## config.mk

```make
export PLATFORM = sky130hd
export DESIGN_NAME = mul_div_unit
export DESIGN_NICKNAME = d
export VERILOG_FILES = /design/src/rtl/mul_div_unit.sv
export SDC_FILE = /design/constraint.sdc
export NUM_CORES = 1
export LEC_CHECK = 0
export ABC_AREA = 1
export ABC_CLOCK_PERIOD_IN_PS = 5920
export CAP_MARGIN = 20
export CORE_ASPECT_RATIO = 0.5
export CORE_UTILIZATION = 35
export DETAILED_ROUTE_END_ITERATION = 10
export HOLD_SLACK_MARGIN = 0.06
export SETUP_SLACK_MARGIN = 0.15
export SLEW_MARGIN = 20
export SYNTH_ARGS = -nofsm -noshare
export SYNTH_HDL_FRONTEND = slang
export SYNTH_SLANG_ARGS = --single-unit
```

## constraint.sdc

```tcl
create_clock -name mul_div_unit_clk -period 5.92 [get_ports mul_div_unit_clk]
set_clock_uncertainty 0.1 [all_clocks]
set_input_delay 0.592 -clock mul_div_unit_clk [delete_from_list [all_inputs] [get_ports mul_div_unit_clk]]
set_output_delay 0.592 -clock mul_div_unit_clk [all_outputs]
set_load 0.05 [all_outputs]
```

## src/rtl/mul_div_unit.sv

```systemverilog
// mul_div_unit: iterative MIPS multiply/divide unit (one bit per cycle) owning HI/LO.
// Signed ops run on magnitudes and fix signs in a final SIGN cycle.
module mul_div_unit (
    input  logic        mul_div_unit_clk,
    input  logic        mul_div_unit_rst,
    input  logic        mul_div_unit_start,
    input  logic [2:0]  mul_div_unit_op,
    input  logic [31:0] mul_div_unit_src1,
    input  logic [31:0] mul_div_unit_src2,
    output logic [31:0] mul_div_unit_hi,
    output logic [31:0] mul_div_unit_lo,
    output logic        mul_div_unit_busy,
    output logic        mul_div_unit_done,
    output logic        mul_div_unit_div_zero
);
    localparam logic [2:0] OP_MTHI = 3'b100;
    localparam logic [2:0] OP_MTLO = 3'b101;

    typedef enum logic [1:0] {IDLE, CALC, SIGN} state_t;

    state_t      state_q, state_d;
    logic [4:0]  cnt_q, cnt_d;
    logic [63:0] acc_q, acc_d;
    logic [31:0] opb_q, opb_d, hi_q, hi_d, lo_q, lo_d;
    logic        is_div_q, is_div_d, neg_q, neg_d, neg_rem_q, neg_rem_d, zero_q, zero_d;
    logic        busy_q, busy_d, done_q, done_d, dz_q, dz_d;

    logic        go, sgn, idle_start, wr;
    logic [31:0] mag1, mag2, quo, rem;
    logic [32:0] sum;
    logic [33:0] diff;
    logic [63:0] step, prod;

    assign mul_div_unit_hi       = hi_q;
    assign mul_div_unit_lo       = lo_q;
    assign mul_div_unit_busy     = busy_q;
    assign mul_div_unit_done     = done_q;
    assign mul_div_unit_div_zero = dz_q;

    always_ff @(posedge mul_div_unit_clk or posedge mul_div_unit_rst) begin
        if (mul_div_unit_rst) state_q <= IDLE;
        else state_q <= state_d;
    end

    always_comb begin
        state_d = state_q == IDLE ? (go ? CALC : IDLE) :
                  state_q == CALC ? (cnt_q == 5'd31 ? SIGN : CALC) : IDLE;
    end

    // Datapath: multiply shifts the product right (LSB first); divide shifts
    // remainder:quotient left and restores on borrow (MSB first).
    always_comb begin
        idle_start = mul_div_unit_start && state_q == IDLE;
        go         = idle_start && !mul_div_unit_op[2];
        sgn        = !mul_div_unit_op[0];
        mag1       = sgn && mul_div_unit_src1[31] ? -mul_div_unit_src1 : mul_div_unit_src1;
        mag2       = sgn && mul_div_unit_src2[31] ? -mul_div_unit_src2 : mul_div_unit_src2;
        sum        = {1'b0, acc_q[63:32]} + (acc_q[0] ? {1'b0, opb_q} : 33'd0);
        diff       = {1'b0, acc_q[63:31]} - {2'b0, opb_q};
        step       = !is_div_q ? {sum, acc_q[31:1]} :
                     diff[33] ? {acc_q[62:0], 1'b0} : {diff[31:0], acc_q[30:0], 1'b1};
        prod       = neg_q ? -acc_q : acc_q;
        quo        = neg_q ? -acc_q[31:0] : acc_q[31:0];
        rem        = neg_rem_q ? -acc_q[63:32] : acc_q[63:32];
        wr         = state_q == SIGN && !(is_div_q && zero_q);
        cnt_d      = go ? 5'd0 : state_q == CALC ? cnt_q + 5'd1 : cnt_q;
        acc_d      = go ? {32'd0, mul_div_unit_op[1] ? mag1 : mag2} : state_q == CALC ? step : acc_q;
        opb_d      = go ? (mul_div_unit_op[1] ? mag2 : mag1) : opb_q;
        is_div_d   = go ? mul_div_unit_op[1] : is_div_q;
        neg_d      = go ? sgn && (mul_div_unit_src1[31] ^ mul_div_unit_src2[31]) : neg_q;
        neg_rem_d  = go ? sgn && mul_div_unit_src1[31] : neg_rem_q;
        zero_d     = go ? mul_div_unit_src2 == 32'd0 : zero_q;
        hi_d       = wr ? (is_div_q ? rem : prod[63:32]) :
                     idle_start && mul_div_unit_op == OP_MTHI ? mul_div_unit_src1 : hi_q;
        lo_d       = wr ? (is_div_q ? quo : prod[31:0]) :
                     idle_start && mul_div_unit_op == OP_MTLO ? mul_div_unit_src1 : lo_q;
        busy_d     = state_d != IDLE;
        done_d     = state_q == SIGN;
        dz_d       = state_q == SIGN && is_div_q && zero_q;
    end

    always_ff @(posedge mul_div_unit_clk or posedge mul_div_unit_rst) begin
        if (mul_div_unit_rst) begin
            cnt_q     <= '0;
            acc_q     <= '0;
            opb_q     <= '0;
            hi_q      <= '0;
            lo_q      <= '0;
            is_div_q  <= 1'b0;
            neg_q     <= 1'b0;
            neg_rem_q <= 1'b0;
            zero_q    <= 1'b0;
            busy_q    <= 1'b0;
            done_q    <= 1'b0;
            dz_q      <= 1'b0;
        end else begin
            cnt_q     <= cnt_d;
            acc_q     <= acc_d;
            opb_q     <= opb_d;
            hi_q      <= hi_d;
            lo_q      <= lo_d;
            is_div_q  <= is_div_d;
            neg_q     <= neg_d;
            neg_rem_q <= neg_rem_d;
            zero_q    <= zero_d;
            busy_q    <= busy_d;
            done_q    <= done_d;
            dz_q      <= dz_d;
        end
    end
endmodule
```

* Word-level counts from Yosys, hierarchy flattened *
Cells that the tools add are included.

storage, ports and cells
  input port bits = 70
  word-level logic and storage cells = 71
  register bits = 174
  bits in writable memories = 0
  memory bits (read-only) = 0
  output and inout port bits = 67
  memories kept = 0
  latch bits = 0

cells by class
  multiply operators = 0
  div/mod/pow operators = 0
  eq/ne operators = 5
  bitwise gates (word level) = 1
  $lt $le $gt $ge = 0
  muxes and demuxes = 24
  add/sub/neg operators = 8
  shift-type cells = 0
  reductions and logical operators = 20

operator list
  operator             count
  $mux 32              13
  $mux 64              5
  $neg 32->32          4
  $neg 64->64          1
  $sub 33x32->34       1
  $add 32x32->33       1
  $logic_not 32->1     1
  $logic_and 1x1->1    11
  $mux 5               2
  $reduce_bool 2->1    4
  $eq 3x3->1 const B   2
  $mux 2               3
  $add 5x1->5 const B  1
  $eq 5x5->1 const B   1
  $logic_not 1->1      3
  $eq 2x1->1 const B   1
  $eq 2x2->1 const B   1
  $logic_not 2->1      1
  $mux 1               1
  $xor 1x1->1          1

* Logic depth before layout (Yosys ltp) *
  word-level depth = 6
  depth in mapped cells = 20
  mapped depth without buffers = 18

* Least setup slack after synthesis *
Ideal clock, no wire load.

  path type = register to register
  start point = reg acc_q[0]
  end point = reg acc_q[53]
  slack = 3.447 ns
  data arrival time = 2.256 ns
  stages on the path, launching flop included = 20
  required time = 5.703 ns
  library setup time = 0.117 ns
  path through = dfrtp_1 buf_2 buf_1 nand2_1 inv_1 ha_1 inv_1 fa_1 inv_1 nand2_1 nand3_1 nand2_1 nand2_1 nand2_1 nand2_1 nor2_1 o21ai_0 inv_1 nand2_1 nand2_1

between the ends
  word-level cells in the longest chain between the ends = 5

ends and longest elaborated chain
  element                 RTL line  text
  from (decl)             23        logic [63:0] acc_q, acc_d;
  from (signal assigned)  85        acc_q <= '0;
  from (signal assigned)  98        acc_q <= acc_d;
  $mux 32                 58        sum = {1'b0, acc_q[63:32]} + (acc_q[0] ? {1'b0, opb_q} : 33'd0);
  $add 32x32->33          58
  $mux 64                 60        step = !is_div_q ? {sum, acc_q[31:1]} :
  $mux 64 (2 in series)   67        acc_d = go ? {32'd0, mul_div_unit_op[1] ? mag1 : mag2} : state_q == CALC ? step : acc_q;

Every way passes these cells. The select of a mux whose other input is x is not followed.
A chain may end at the register's enable or synchronous reset.

* Worst setup path in the final report *
  start point = reg neg_q
  end point = reg hi_q[13] (netlist: mul_div_unit_hi[13])

between the ends
  word-level cells in the longest chain between the ends = 3

ends and longest elaborated chain
  element                 RTL line  text
  from (decl)             25        logic is_div_q, is_div_d, neg_q, neg_d, neg_rem_q, neg_rem_d, zero_q, zero_d;
  from (signal assigned)  103       neg_q <= neg_d;
  $mux 64                 62        prod = neg_q ? -acc_q : acc_q;
  $mux 32 (2 in series)   73        hi_d = wr ? (is_div_q ? rem : prod[63:32]) :
  to (signal assigned)    100       hi_q <= hi_d;
  to (decl)               24        logic [31:0] opb_q, opb_d, hi_q, hi_d, lo_q, lo_d;

Every way passes these cells.

==> results.md <==
- Largest net degree at the start of global routing: 90
- Worst path slowest cell: clkinv_1
- TritonCTS Buffers: 17
- Seq pwr share: 20.9%
- Metal-1 WL: 39.22 mm
- RSZ-0062 raised after global routing: no
- First-pass GRT wire length: 126.5 mm
- Design Area, Final: 0.02068 mm^2
- Total gr overflow: 0
- Vias in the first global route: 19,223
- Final Util: 40.84%
- Max_slew headroom: 25.76%
- Setup_tns: 0 ns
- Clock Sinks: 174
- Fmax: 305.2 MHz
- Pwr Density: 590.1 mW/mm^2
- Dominant synthesized flop cell: dfrtp_1
- I/O pin total: 137
- Chip height: 162.9 um
- FF+latch count, synth: 174
- WL met3: 9.879 mm
- Pint: 0.004791 W
- Crit Path Class: flip-flop to flip-flop
- DRC: 0
- Routed Antenna Nets: 0
- Post-synthesis cell type count: 54
- Initial antenna violation count: 4
- Layout cells sized above 1: 3.516%
- Clk buf depth: 2
- P_sw: 0.007416 W
- Area leader, netlist: dfrtp_1
- Startpoint types: flip-flop
- Placed insts: 3,872
- Post-DP HPWL: 69.01 mm
- CTS H-tree lvls: 4
- Nets@finish: 3,343
- Row Count: 58
- Cell breakdown of the critical path: buf_4, clkinv_1, nor2_1, buf_4, inv_1, nor2_1, a21oi_1, nand2_1, a21oi_1, o21ai_0, nand3_1
- Area taken by flip-flops and latches: 0.004355 mm^2
- Core area: 0.05065 mm^2
- Final setup fails: 0
- Number of diodes: 0
- Vias after detailed routing: 21,339
- Worst Hold Class: flip-flop to flip-flop
- Sw frac: 60.75%
- Synth async-reset ratio: 100.0%
- Syn_nets: 3,262
- CP Capture Type: flip-flop
- Final worst-path cycle share: 55.35%
- Crit Path Max Fanout: 47
- Peak VDD IR: 0.2206 mV
- Initial Utilization: 35.75%
- Multi-input logic area: 0.01156 mm^2
- Seq/Total Area, Yosys: 24.04%
- I/O Buffers: 136
- Run status: complete, no violations
- Clock group share of total power: 9.5%
- Clock root buffer: clkbuf_16
- Slew at the pin closest to its max-slew limit: 1.114 ns
- Crit path required time: 6.16 ns
- Die area: 0.05271 mm^2
- GP Congestion: 1.022
- Pre-antenna DRT Iters: 6
- Number of enable flip-flop cells after synthesis: 0
- Final Non-Filler Cells: 3,904
- Syn. warnings: 0
- Met2 Wirelength: 35.24 mm
- Critical path arrival: 3.51 ns
- Cts hold-fix bufs: 0
- Max incr delay on CP: 0.89 ns
- Post-CTS sizing: 0
- Vias/cell: 5.466
- Avg Cell Area, Syn: 5.805 um^2
- Synth top area share: 24.04%
- All-Layer GR Usage: 32.65%
- Post-synthesis cell count: 3,120
- Period minus WS final: 3.277 ns
- WL final: 86.23 mm
- Slew Limit Fails: 0
- Setup Buffers After CTS: 0
- 1st-iter DRT viols: 2,610
- Cell Area, Synth: 0.01811 mm^2
- Filler instances: 5,707
- Max-cap violation count: 0
- Max Used Layer: met5
- Area Overhead vs Synth: 14.21%
- Gate power share: 69.7%
- Pleak: 10.42 nW
- Placed Area: 0.02013 mm^2
- Top cells by area, synth: dfrtp_1 24%, nand2_1 22%, inv_1 9.6%
- Worst hold slack: 0.3712 ns
- Reg clk slew, reported paths: 0.08 ns
- CTS tree: built
- Worst-Skew Late Latency: 0.48 ns
- Die W: 323.7 um
- Hold Fails Final Rpt: 0
- Avg WL per Cell: 22.09 um
[critical path, delay by kind of cell (launching register included)]
family,cells,cell delay (ns)
buffers and inverters,4,1.74
and+or+nand+nor,4,0.68
DFF,1,0.33
AOI/OAI and AO/OA,3,0.27
[through the flow]
step	setup WS, ns	power, W
4_1_cts	2.760	0.01198
3_5_place_dp	2.467	0.01081
6_report	2.643	0.01221
2_1_floorplan	0.5112	0.007869
5_1_grt	2.450	0.01314
3_3_place_gp	2.441	0.01078
[power groups by stage]
stage	registers (W)	clock network, W	logic (W)
after floorplan	0.00237	0	0.00550
after global placement	0.00252	0	0.00826
after detailed placement	0.00251	0	0.00829
after CTS	0.00249	0.00115	0.00834
after global routing	0.00256	0.00120	0.00938
final	0.00255	0.00116	0.00850
[cells in the final DEF (no fill, tap or decap), drive strengths merged, types with 2 or more instances in the layout]
master	netlist	layout
a21o	3	3
a21oi	126	126
a22o	2	2
a22oi	14	14
a31oi	9	9
and2	5	5
buf	44	24
clkbuf	54	20
clkdlybuf4s50	0	136
clkinv	2	9
dfrtp	174	174
fa	2	2
ha	70	70
inv	476	480
nand2	1055	1055
nand3	309	309
nand3b	16	16
nand4	39	39
nor2	330	330
nor3	39	39
nor4	12	12
o2111ai	3	3
o211ai	42	42
o21ai	171	171
o21bai	26	26
o221ai	21	21
o22ai	6	6
o311ai	4	4
o31ai	2	2
or2	6	6
xnor2	5	5
xor2	50	50
[cell usage after synthesis, drive strengths merged (4+ instances only)]
cell,instances
o311ai,4
o221ai,21
nand2,1055
nand3,309
a21oi,126
buf,44
xor2,50
clkbuf,54
nor2,330
or2,6
and2,5
o21bai,26
ha,70
nand3b,16
o21ai,171
a22oi,14
dfrtp,174
o211ai,42
o22ai,6
xnor2,5
nor4,12
inv,476
nor3,39
a31oi,9
nand4,39
[routing by layer]
| metal | GRT usage [%] | up-vias |
|---|---|---|
| met4 | 7.333 | 4 |
| met2 | 47.27 | 1015 |
| met5 | 0 | - |
| li1 | - | 10165 |
| met3 | 9.251 | 100 |
| met1 | 47.35 | 10055 |
[registers in the layout (all words and copies together) (netlist names), 2 cells and up]
signal,flops
acc_q,64
state_q,2
cnt_q,5
mul_div_unit_hi,32
opb_q,32
mul_div_unit_lo,32
[path summary, 6_finish.rpt]
kind,startpoint,end,slack (ns),cells after the start
setup / recovery,neg_q$_DFFE_PP0P_,mul_div_unit_hi[13]$_DFFE_PP0P_,2.64,11
hold / removal,state_q[0]$_DFF_PP0_,mul_div_unit_div_zero$_DFF_PP0_,0.37,1
min in group asynchronous,mul_div_unit_rst,mul_div_unit_hi[15]$_DFFE_PP0P_,0.51,2
max in group asynchronous,mul_div_unit_rst,is_div_q$_DFFE_PP0P_,4.08,3
setup reg to reg,neg_q$_DFFE_PP0P_,mul_div_unit_hi[13]$_DFFE_PP0P_,2.64,11
hold reg to reg,state_q[0]$_DFF_PP0_,mul_div_unit_div_zero$_DFF_PP0_,0.37,1
[kinds of logic (layout without fill, tap and decap cells)]
| kind of cell | Yosys count | count (layout) | share of synthesized area (%) |
|---|---|---|---|
| adders and majority gates | 72 | 72 | 5.057 |
| buffers and inverters | 576 | 670 | 12.29 |
| xor gates and xnor gates | 55 | 55 | 2.660 |
| AOI/OAI and AO/OA | 431 | 431 | 14.02 |
| and+or+nand+nor | 1812 | 1812 | 41.93 |
| DFF | 174 | 174 | 24.04 |
[layout make-up]
| cell class | count | area share (%) |
|---|---|---|
| flip-flops and latches | 174 | 21.06 |
| well taps | 690 | 4.174 |
| repair buffers | 160 | 7.513 |
| clock inverters | 12 | 0.5021 |
| multi-input cells | 2370 | 55.88 |
| clock buffers | 20 | 2.159 |
| inverters | 478 | 8.716 |
Note: power is estimated with default switching activity, not from simulation.
